`src/rtl/sync_span_counter.sv`:
```
// sync_span_counter
//   Line/pixel position counter. It counts enabled cycles after a synchronous line
//   restart, has a programmable terminal value and a saturate-or-wrap mode, produces a
//   one-cycle terminal-count pulse, and decodes NWIN position windows.
// Ports
//   clk        rising-edge clock
//   rst_n      synchronous reset, active-low
//   clr        synchronous line restart (level-sensitive, beats en)
//   en         count enable (pixel strobe)
//   wrap       0 = saturate at limit, 1 = wrap to 0 after limit
//   limit      terminal count value
//   win_start  packed window starts, window i at [i*(DWIDTH+1) +: DWIDTH+1]
//   win_end    packed window ends (exclusive), same packing
//   counter    registered position
//   sat        counter held at terminal value
//   tc         one-cycle terminal-count pulse (registered)
//   in_win     per-window hit, combinational from registered counter

// Single window comparator. An end at or below the start gives an empty window
// because no value can satisfy both compares.
module sync_span_win #(
  parameter int W = 9
) (
  input  logic [W-1:0] counter,
  input  logic [W-1:0] start,
  input  logic [W-1:0] stop,
  output logic         hit
);
  assign hit = (counter >= start) && (counter < stop);
endmodule

module sync_span_counter #(
  parameter int DWIDTH = 8,
  parameter int NWIN   = 2
) (
  input  logic                     clk,
  input  logic                     rst_n,
  input  logic                     clr,
  input  logic                     en,
  input  logic                     wrap,
  input  logic [DWIDTH:0]          limit,
  input  logic [NWIN*(DWIDTH+1)-1:0] win_start,
  input  logic [NWIN*(DWIDTH+1)-1:0] win_end,
  output logic [DWIDTH:0]          counter,
  output logic                     sat,
  output logic                     tc,
  output logic [NWIN-1:0]          in_win
);
  localparam int W = DWIDTH + 1;
  localparam logic [W-1:0] ONE = W'(1);

  typedef enum logic {RUN = 1'b0, HOLD = 1'b1} state_t;
  state_t state;

  // Increment only happens when counter < limit, so counter+1 never overflows
  // even with limit at all-ones; no carry bit is kept.
  always_ff @(posedge clk) begin
    if (!rst_n) begin
      counter <= '0;
      sat     <= 1'b0;
      tc      <= 1'b0;
      state   <= RUN;
    end else if (clr) begin
      counter <= '0;
      sat     <= 1'b0;
      tc      <= 1'b0;
      state   <= RUN;
    end else if (en) begin
      case (state)
        RUN: begin
          if (counter < limit) begin
            counter <= counter + ONE;
            tc      <= 1'b0;
          end else if (wrap) begin
            // >= also catches a limit lowered below the current position
            counter <= '0;
            tc      <= 1'b1;
          end else begin
            counter <= limit;
            sat     <= 1'b1;
            tc      <= 1'b1;
            state   <= HOLD;
          end
        end
        HOLD: begin
          tc <= 1'b0;
          // switching to wrap mode releases the hold without a terminal pulse
          if (wrap) begin
            counter <= '0;
            sat     <= 1'b0;
            state   <= RUN;
          end
        end
        default: begin
          counter <= '0;
          sat     <= 1'b0;
          tc      <= 1'b0;
          state   <= RUN;
        end
      endcase
    end else begin
      tc <= 1'b0;
    end
  end

  for (genvar i = 0; i < NWIN; i++) begin : g_win
    sync_span_win #(.W(W)) u_win (
      .counter (counter),
      .start   (win_start[i*W +: W]),
      .stop    (win_end[i*W +: W]),
      .hit     (in_win[i])
    );
  end
endmodule

```
`config.mk`:
```
export PLATFORM = sky130hd
export DESIGN_NAME = sync_span_counter
export DESIGN_NICKNAME = d
export VERILOG_FILES = /design/src/rtl/sync_span_counter.sv
export SDC_FILE = /design/constraint.sdc
export NUM_CORES = 1
export LEC_CHECK = 0
export CAP_MARGIN = 40
export CORE_MARGIN = 3
export CORE_UTILIZATION = 50
export DETAILED_ROUTE_END_ITERATION = 7
export PLACE_DENSITY_LB_ADDON = 0.15
export SLEW_MARGIN = 40
export SYNTH_ARGS = -nofsm -noshare
export SYNTH_HDL_FRONTEND = slang
export SYNTH_SLANG_ARGS = --single-unit
```
`constraint.sdc`:
```
create_clock -name clk -period 4.95 [get_ports clk]
set_input_delay 0.99 -clock clk [delete_from_list [all_inputs] [get_ports clk]]
set_output_delay 0.99 -clock clk [all_outputs]
set_load 0.01 [all_outputs]
```
==> impl_metrics.env, run 1 <==
export IMPL_final_cell_count_no_fill=342
export IMPL_synth_area_mm2=0.00180
export IMPL_rsz0062_at_grt="no"
export IMPL_synth_ff_type="dfxtp_1"
export IMPL_cts_setup_buffers=0
export IMPL_crit_arrival_ns=3.05
export IMPL_synthTopCellsByArea="ha_1, dfxtp_1, inv_1"
export IMPL_post_synth_cell_area_avg_um2=7.56
export IMPL_syn_nets=331
export IMPL_ys_seq_area_frac=0.134
export IMPL_overflow=0
export IMPL_grt_pass1_wl_mm=7.11
export IMPL_port_buffers=62
export IMPL_maxCapViolCount=0
export IMPL_pre_cts_ws_ns=0.897
export IMPL_die_w_um=66.0
export IMPL_drtIter0Drc=43
export IMPL_path_class="primary input to primary output"
export IMPL_cts_hold_buf=0
export IMPL_setup_tns_ns=0
export IMPL_h_tree_depth=1
export IMPL_setup_viol=0
export IMPL_start_util=0.531
export IMPL_synth_enable_flop_cells=0
export IMPL_ctsLongestPathBuffers=2
export IMPL_fmax_ghz=0.247
export IMPL_grt_pass1_vias=1667
export IMPL_dp_hpwl_mm=3.31
export IMPL_avgRoutedWirePerCell_um=12.3
export IMPL_cts_made_buffers=3
export IMPL_insertedDiodeCount=0
export IMPL_hold_class="flop to flop"
export IMPL_layout_nets=391
export IMPL_critPathMaxStageDelay_ns=0.47
export IMPL_ys_ff_latch=12
export IMPL_coreArea_mm2=0.00339
export IMPL_synthTopCellsByCount="inv_1, ha_1, nand2_1"
export IMPL_grt_max_degree=22
export IMPL_cts_sinks=12
export IMPL_slew_violations=0
export IMPL_status="completed"
export IMPL_dp_cells=339
export IMPL_cts_tree="built"
export IMPL_synth_distinct_cells=40
export IMPL_synthesis_instances=238
export IMPL_track_usage=0.202
export IMPL_vias=1810
export IMPL_drc=0
export IMPL_row_count=21
export IMPL_post_cts_resized=0
export IMPL_yosys_cell_count_top_type="inv_1"
export IMPL_synth_largest_area_cell="ha_1"
export IMPL_final_setup_worst_slack_ns=0.909
export IMPL_fin_util=0.725
export IMPL_synth_top_area_frac=0.299
export IMPL_irDropWorstVdd_mv=0.0831
export IMPL_crit_fanout=1
export IMPL_die_area_mm2=0.00435
export IMPL_layout_drive_gt1_share=0.0405
export IMPL_cp_slowest_cell="clkdlybuf4s50_1"
export IMPL_root_buffer="clkbuf_4"
export IMPL_clk_pin_slew_ns=0.07
export IMPL_crit_chain="clkdlybuf4s50_1 -> ha_1 -> nand2b_1 -> a21o_1 -> a21oi_1 -> o311ai_0 -> and4b_1 -> clkdlybuf4s50_1"
export IMPL_yosysWarningCount=0
export IMPL_hold_viol_final=0
export IMPL_start_kind="primary input"
export IMPL_period_needed_ns=4.04
export IMPL_ioPinCount=63
export IMPL_ant_nets=0
export IMPL_clock_skew_ns=0.00114
export IMPL_power_density_mw_per_mm2=99.6
export IMPL_cp_data_required_time_ns=3.96
export IMPL_maxSlewHeadroom=0.632
export IMPL_critPathCaptureType="primary output"
export IMPL_max_slew_worst_pin_slew_ns=0.550
export IMPL_async_flop_share=0
export IMPL_worstSkewPairLatency_ns=0.27
export IMPL_dieHeight_um=66.0
export IMPL_wirelength_mm=4.21
export IMPL_vias_per_cell=5.29
export IMPL_antenna_found_initial=0
export IMPL_firstDrtPassIters=4
export IMPL_routabilityCongestion=0.766
export IMPL_syn2layout_area_growth_pct=36.6
export IMPL_leakagePower_nw=1.18
export IMPL_cpMostUsedCell="clkdlybuf4s50_1"
export IMPL_period_share=0.816
## stage by stage
| step | instance area (um^2) | total power [mW] | hold WS (ns) |
|---|---|---|---|
| 2_1_floorplan | 1800 | 0.138 | 0.529 |
| 3_3_place_gp | 2430 | 0.184 | 0.480 |
| 3_5_place_dp | 2430 | 0.186 | 0.485 |
| 4_1_cts | 2450 | 0.246 | 0.504 |
| 5_1_grt | 2460 | 0.260 | 0.535 |
| 6_report | 2460 | 0.245 | 0.499 |
## registers in the layout, summed over array words and instances, names as in the netlist
register	cells
counter	9
state	1
tc	1
sat	1
## routing by layer
metal,vias up,wire (um),track usage
met5,-,0,0
li1,941,-,-
met4,0,34,0.0330
met2,62,2030,0.364
met1,801,1860,0.249
met3,6,284,0.0391
## where the power goes
part           leakage (nW)  switching (mW)  internal (mW)
registers            0.0968         0.00193         0.0970
clock network        0.0138          0.0326         0.0282
logic                  1.07          0.0308         0.0542
## layout by cell type (no fill, tap or decap), types with 4 or more instances in the layout
master and n:
a21o_1 4, inv_1 50, nand2_1 20, nand4_1 6, nand3_1 14, a21oi_1 17, o21ai_0 6, o211ai_1 7
nand2b_1 5, clkdlybuf4s50_1 62, dfxtp_1 12, nor2_1 7, ha_1 43
## worst paths after layout
check	from	end	slack (ns)	depth (start not counted)
worst max-delay path	win_start[0]	in_win[0]	0.91	8
worst min-delay path	sat	sat	0.50	1
worst max register to register	counter[4]	counter[6]	2.61	6
worst min register to register	sat	sat	0.50	1
## final cells by class
cell class	count	area, um^2
multi-input cells	169	1330
fillers	291	932
repair buffers	62	621
flip-flops and latches	12	240
inverters	50	188
well taps	46	57.6
clock buffers	3	22.5
## worst max-delay path, delay by kind of cell
family | cells | cell delay [ns]
AND/OR/NAND/NOR | 2 | 0.37
adder cells (fa/ha/maj) | 1 | 0.28
AO/OA/AOI/OAI | 3 | 0.54
buffers and inverters | 2 | 0.87
## cells by family after synthesis
group | Yosys count | share of synthesized area
and+or+nand+nor | 72 | 0.236
buffers and inverters | 57 | 0.132
AOI/OAI and AO/OA | 49 | 0.175
adders and majority gates | 43 | 0.299
DFF | 12 | 0.134
xor gates and xnor gates | 4 | 0.0195
muxes | 1 | 0.00556
Power figures use the tool's default switching activity.
==> run 2, diff against run 1 <==
- CORE_UTILIZATION: 50 -> 46
- clock period: 4.95 -> 4.19 ns (I/O delays scaled with it)
==> run 2 against run 1 <==
- largest cell class unchanged
- cell count grew 0.88%
- sequential power rose by 18%
- wire length is 5.6% higher
- setup slack got worse by 0.48 ns
- total power rose by 33%
==> impl_metrics.env, run 2 (same netlist as run 1, synthesis figures left out) <==
export IMPL_crit_fanout=1
export IMPL_power_density_mw_per_mm2=131
export IMPL_status="completed"
export IMPL_maxCapViolCount=0
export IMPL_crit_arrival_ns=2.92
export IMPL_cp_data_required_time_ns=3.35
export IMPL_grt_pass1_vias=1705
export IMPL_cts_hold_buf=0
export IMPL_clock_skew_ns=0.00146
export IMPL_die_w_um=68.5
export IMPL_path_class="primary input to primary output"
export IMPL_hold_class="flop to flop"
export IMPL_finalInstanceArea_mm2=0.00248
export IMPL_cp_slowest_cell="clkdlybuf4s50_1"
export IMPL_hold_viol_final=0
export IMPL_dieHeight_um=68.5
export IMPL_start_kind="primary input"
export IMPL_die_area_mm2=0.00470
export IMPL_final_common_cell="clkdlybuf4s50_1"
export IMPL_critPathCaptureType="primary output"
export IMPL_avgRoutedWirePerCell_um=12.9
export IMPL_antenna_found_initial=0
export IMPL_drc=0
export IMPL_vias_per_cell=5.12
export IMPL_ant_nets=0
export IMPL_routabilityCongestion=0.775
export IMPL_grt_pass1_wl_mm=7.31
export IMPL_cts_tree="built"
export IMPL_maxSlewHeadroom=0.648
export IMPL_firstDrtPassIters=4
export IMPL_post_cts_resized=0
export IMPL_fmax_ghz=0.266
export IMPL_critPathMaxStageDelay_ns=0.53
export IMPL_port_buffers=62
export IMPL_final_seq_area_um2=240
export IMPL_coreArea_mm2=0.00372
export IMPL_row_count=22
export IMPL_dp_hpwl_mm=3.55
export IMPL_h_tree_depth=1
export IMPL_slew_violations=0
export IMPL_cts_sinks=12
export IMPL_grt_max_degree=14
export IMPL_track_usage=0.202
export IMPL_setup_viol=0
export IMPL_largest_register="counter"
export IMPL_layout_nets=392
export IMPL_ioPinCount=63
export IMPL_worstSkewPairLatency_ns=0.24
export IMPL_ctsLongestPathBuffers=2
export IMPL_largest_register_ffs=9
export IMPL_cts_setup_buffers=0
export IMPL_drtIter0Drc=57
export IMPL_vias=1766
export IMPL_syn2layout_area_growth_pct=37.8
export IMPL_leakagePower_nw=1.19
export IMPL_cpMostUsedCell="clkdlybuf4s50_1"
export IMPL_multi_input_area_mm2=0.00132
export IMPL_root_buffer="clkbuf_8"
export IMPL_insertedDiodeCount=0
export IMPL_max_slew_worst_pin_slew_ns=0.526
export IMPL_holdWs_ns=0.498
export IMPL_period_share=0.898
export IMPL_crit_chain="clkdlybuf4s50_1 -> ha_1 -> nand2b_1 -> a21o_1 -> a21oi_1 -> o311ai_0 -> and4b_1 -> clkdlybuf4s50_1"
export IMPL_setup_tns_ns=0
export IMPL_dpl_cell_area_mm2=0.00244
export IMPL_start_util=0.484
export IMPL_rsz0062_at_grt="no"
export IMPL_wirelength_mm=4.44
export IMPL_layout_common_cells="clkdlybuf4s50_1, inv_1, ha_1, nand2_1, a21oi_1"
export IMPL_irDropWorstVdd_mv=0.174
export IMPL_overflow=0
export IMPL_nFillCells=343
export IMPL_cts_made_buffers=3
export IMPL_layout_drive_gt1_share=0.0438
export IMPL_clk_pin_slew_ns=0.05
export IMPL_period_needed_ns=3.76
==> run 2: cell types whose count changed in the layout (fill, tap and decap cells not counted), sizes merged <==
cell / change
buf: +1
==> run 2: area by class of cell <==
type | instances | share of cell area
clock buffers | 3 | 0.0167
inverters | 50 | 0.0757
multi-input cells | 169 | 0.533
flip-flops and latches | 12 | 0.0969
well taps | 48 | 0.0242
repair buffers | 63 | 0.253
==> run 2: worst max-delay path: cells and delay by family <==
family	cells	cell delay [ns]
fa+ha+maj	1	0.27
buf+inv	2	0.93
compound gates	3	0.55
simple gates	2	0.34
==> run 2: path summary, 6_finish.rpt <==
check | startpoint | end | depth (start not counted) | slack [ns]
worst max register to register | counter[4] | counter[5] | 7 | 1.77
worst max-delay path | win_start[0] | in_win[0] | 8 | 0.43
worst min-delay path | sat | sat | 1 | 0.50
worst min register to register | sat | sat | 1 | 0.50
==> run 2: per-layer routing <==
layer	GRT usage	routed length, um
met3	0.0421	288
met1	0.245	1910
met5	0	0
met4	0.0347	37
met2	0.368	2210
==> run 2: where the power goes <==
part           total, mW  switching [mW]  internal [mW]
sequential         0.117         0.00227          0.115
clock              0.107          0.0437         0.0635
combinational     0.0999          0.0360         0.0639
total              0.324          0.0820          0.242
==> run 2: through the flow <==
| step | setup slack, ns | std cells | utilization | power, mW |
|---|---|---|---|---|
| 2_1_floorplan | 1.39 | 238 | - | 0.163 |
| 3_3_place_gp | 0.487 | 342 | 0.656 | 0.218 |
| 3_5_place_dp | 0.442 | 342 | 0.656 | 0.220 |
| 4_1_cts | 0.437 | 345 | 0.667 | 0.326 |
| 5_1_grt | 0.293 | 345 | 0.667 | 0.344 |
| 6_report | 0.428 | 345 | 0.667 | 0.324 |
==> run 3, diff against run 2 <==
- CAP_MARGIN: 40 -> 0
==> results of run 3 <==
No change in the layout: final DEF, timing and power equal those of run 2.
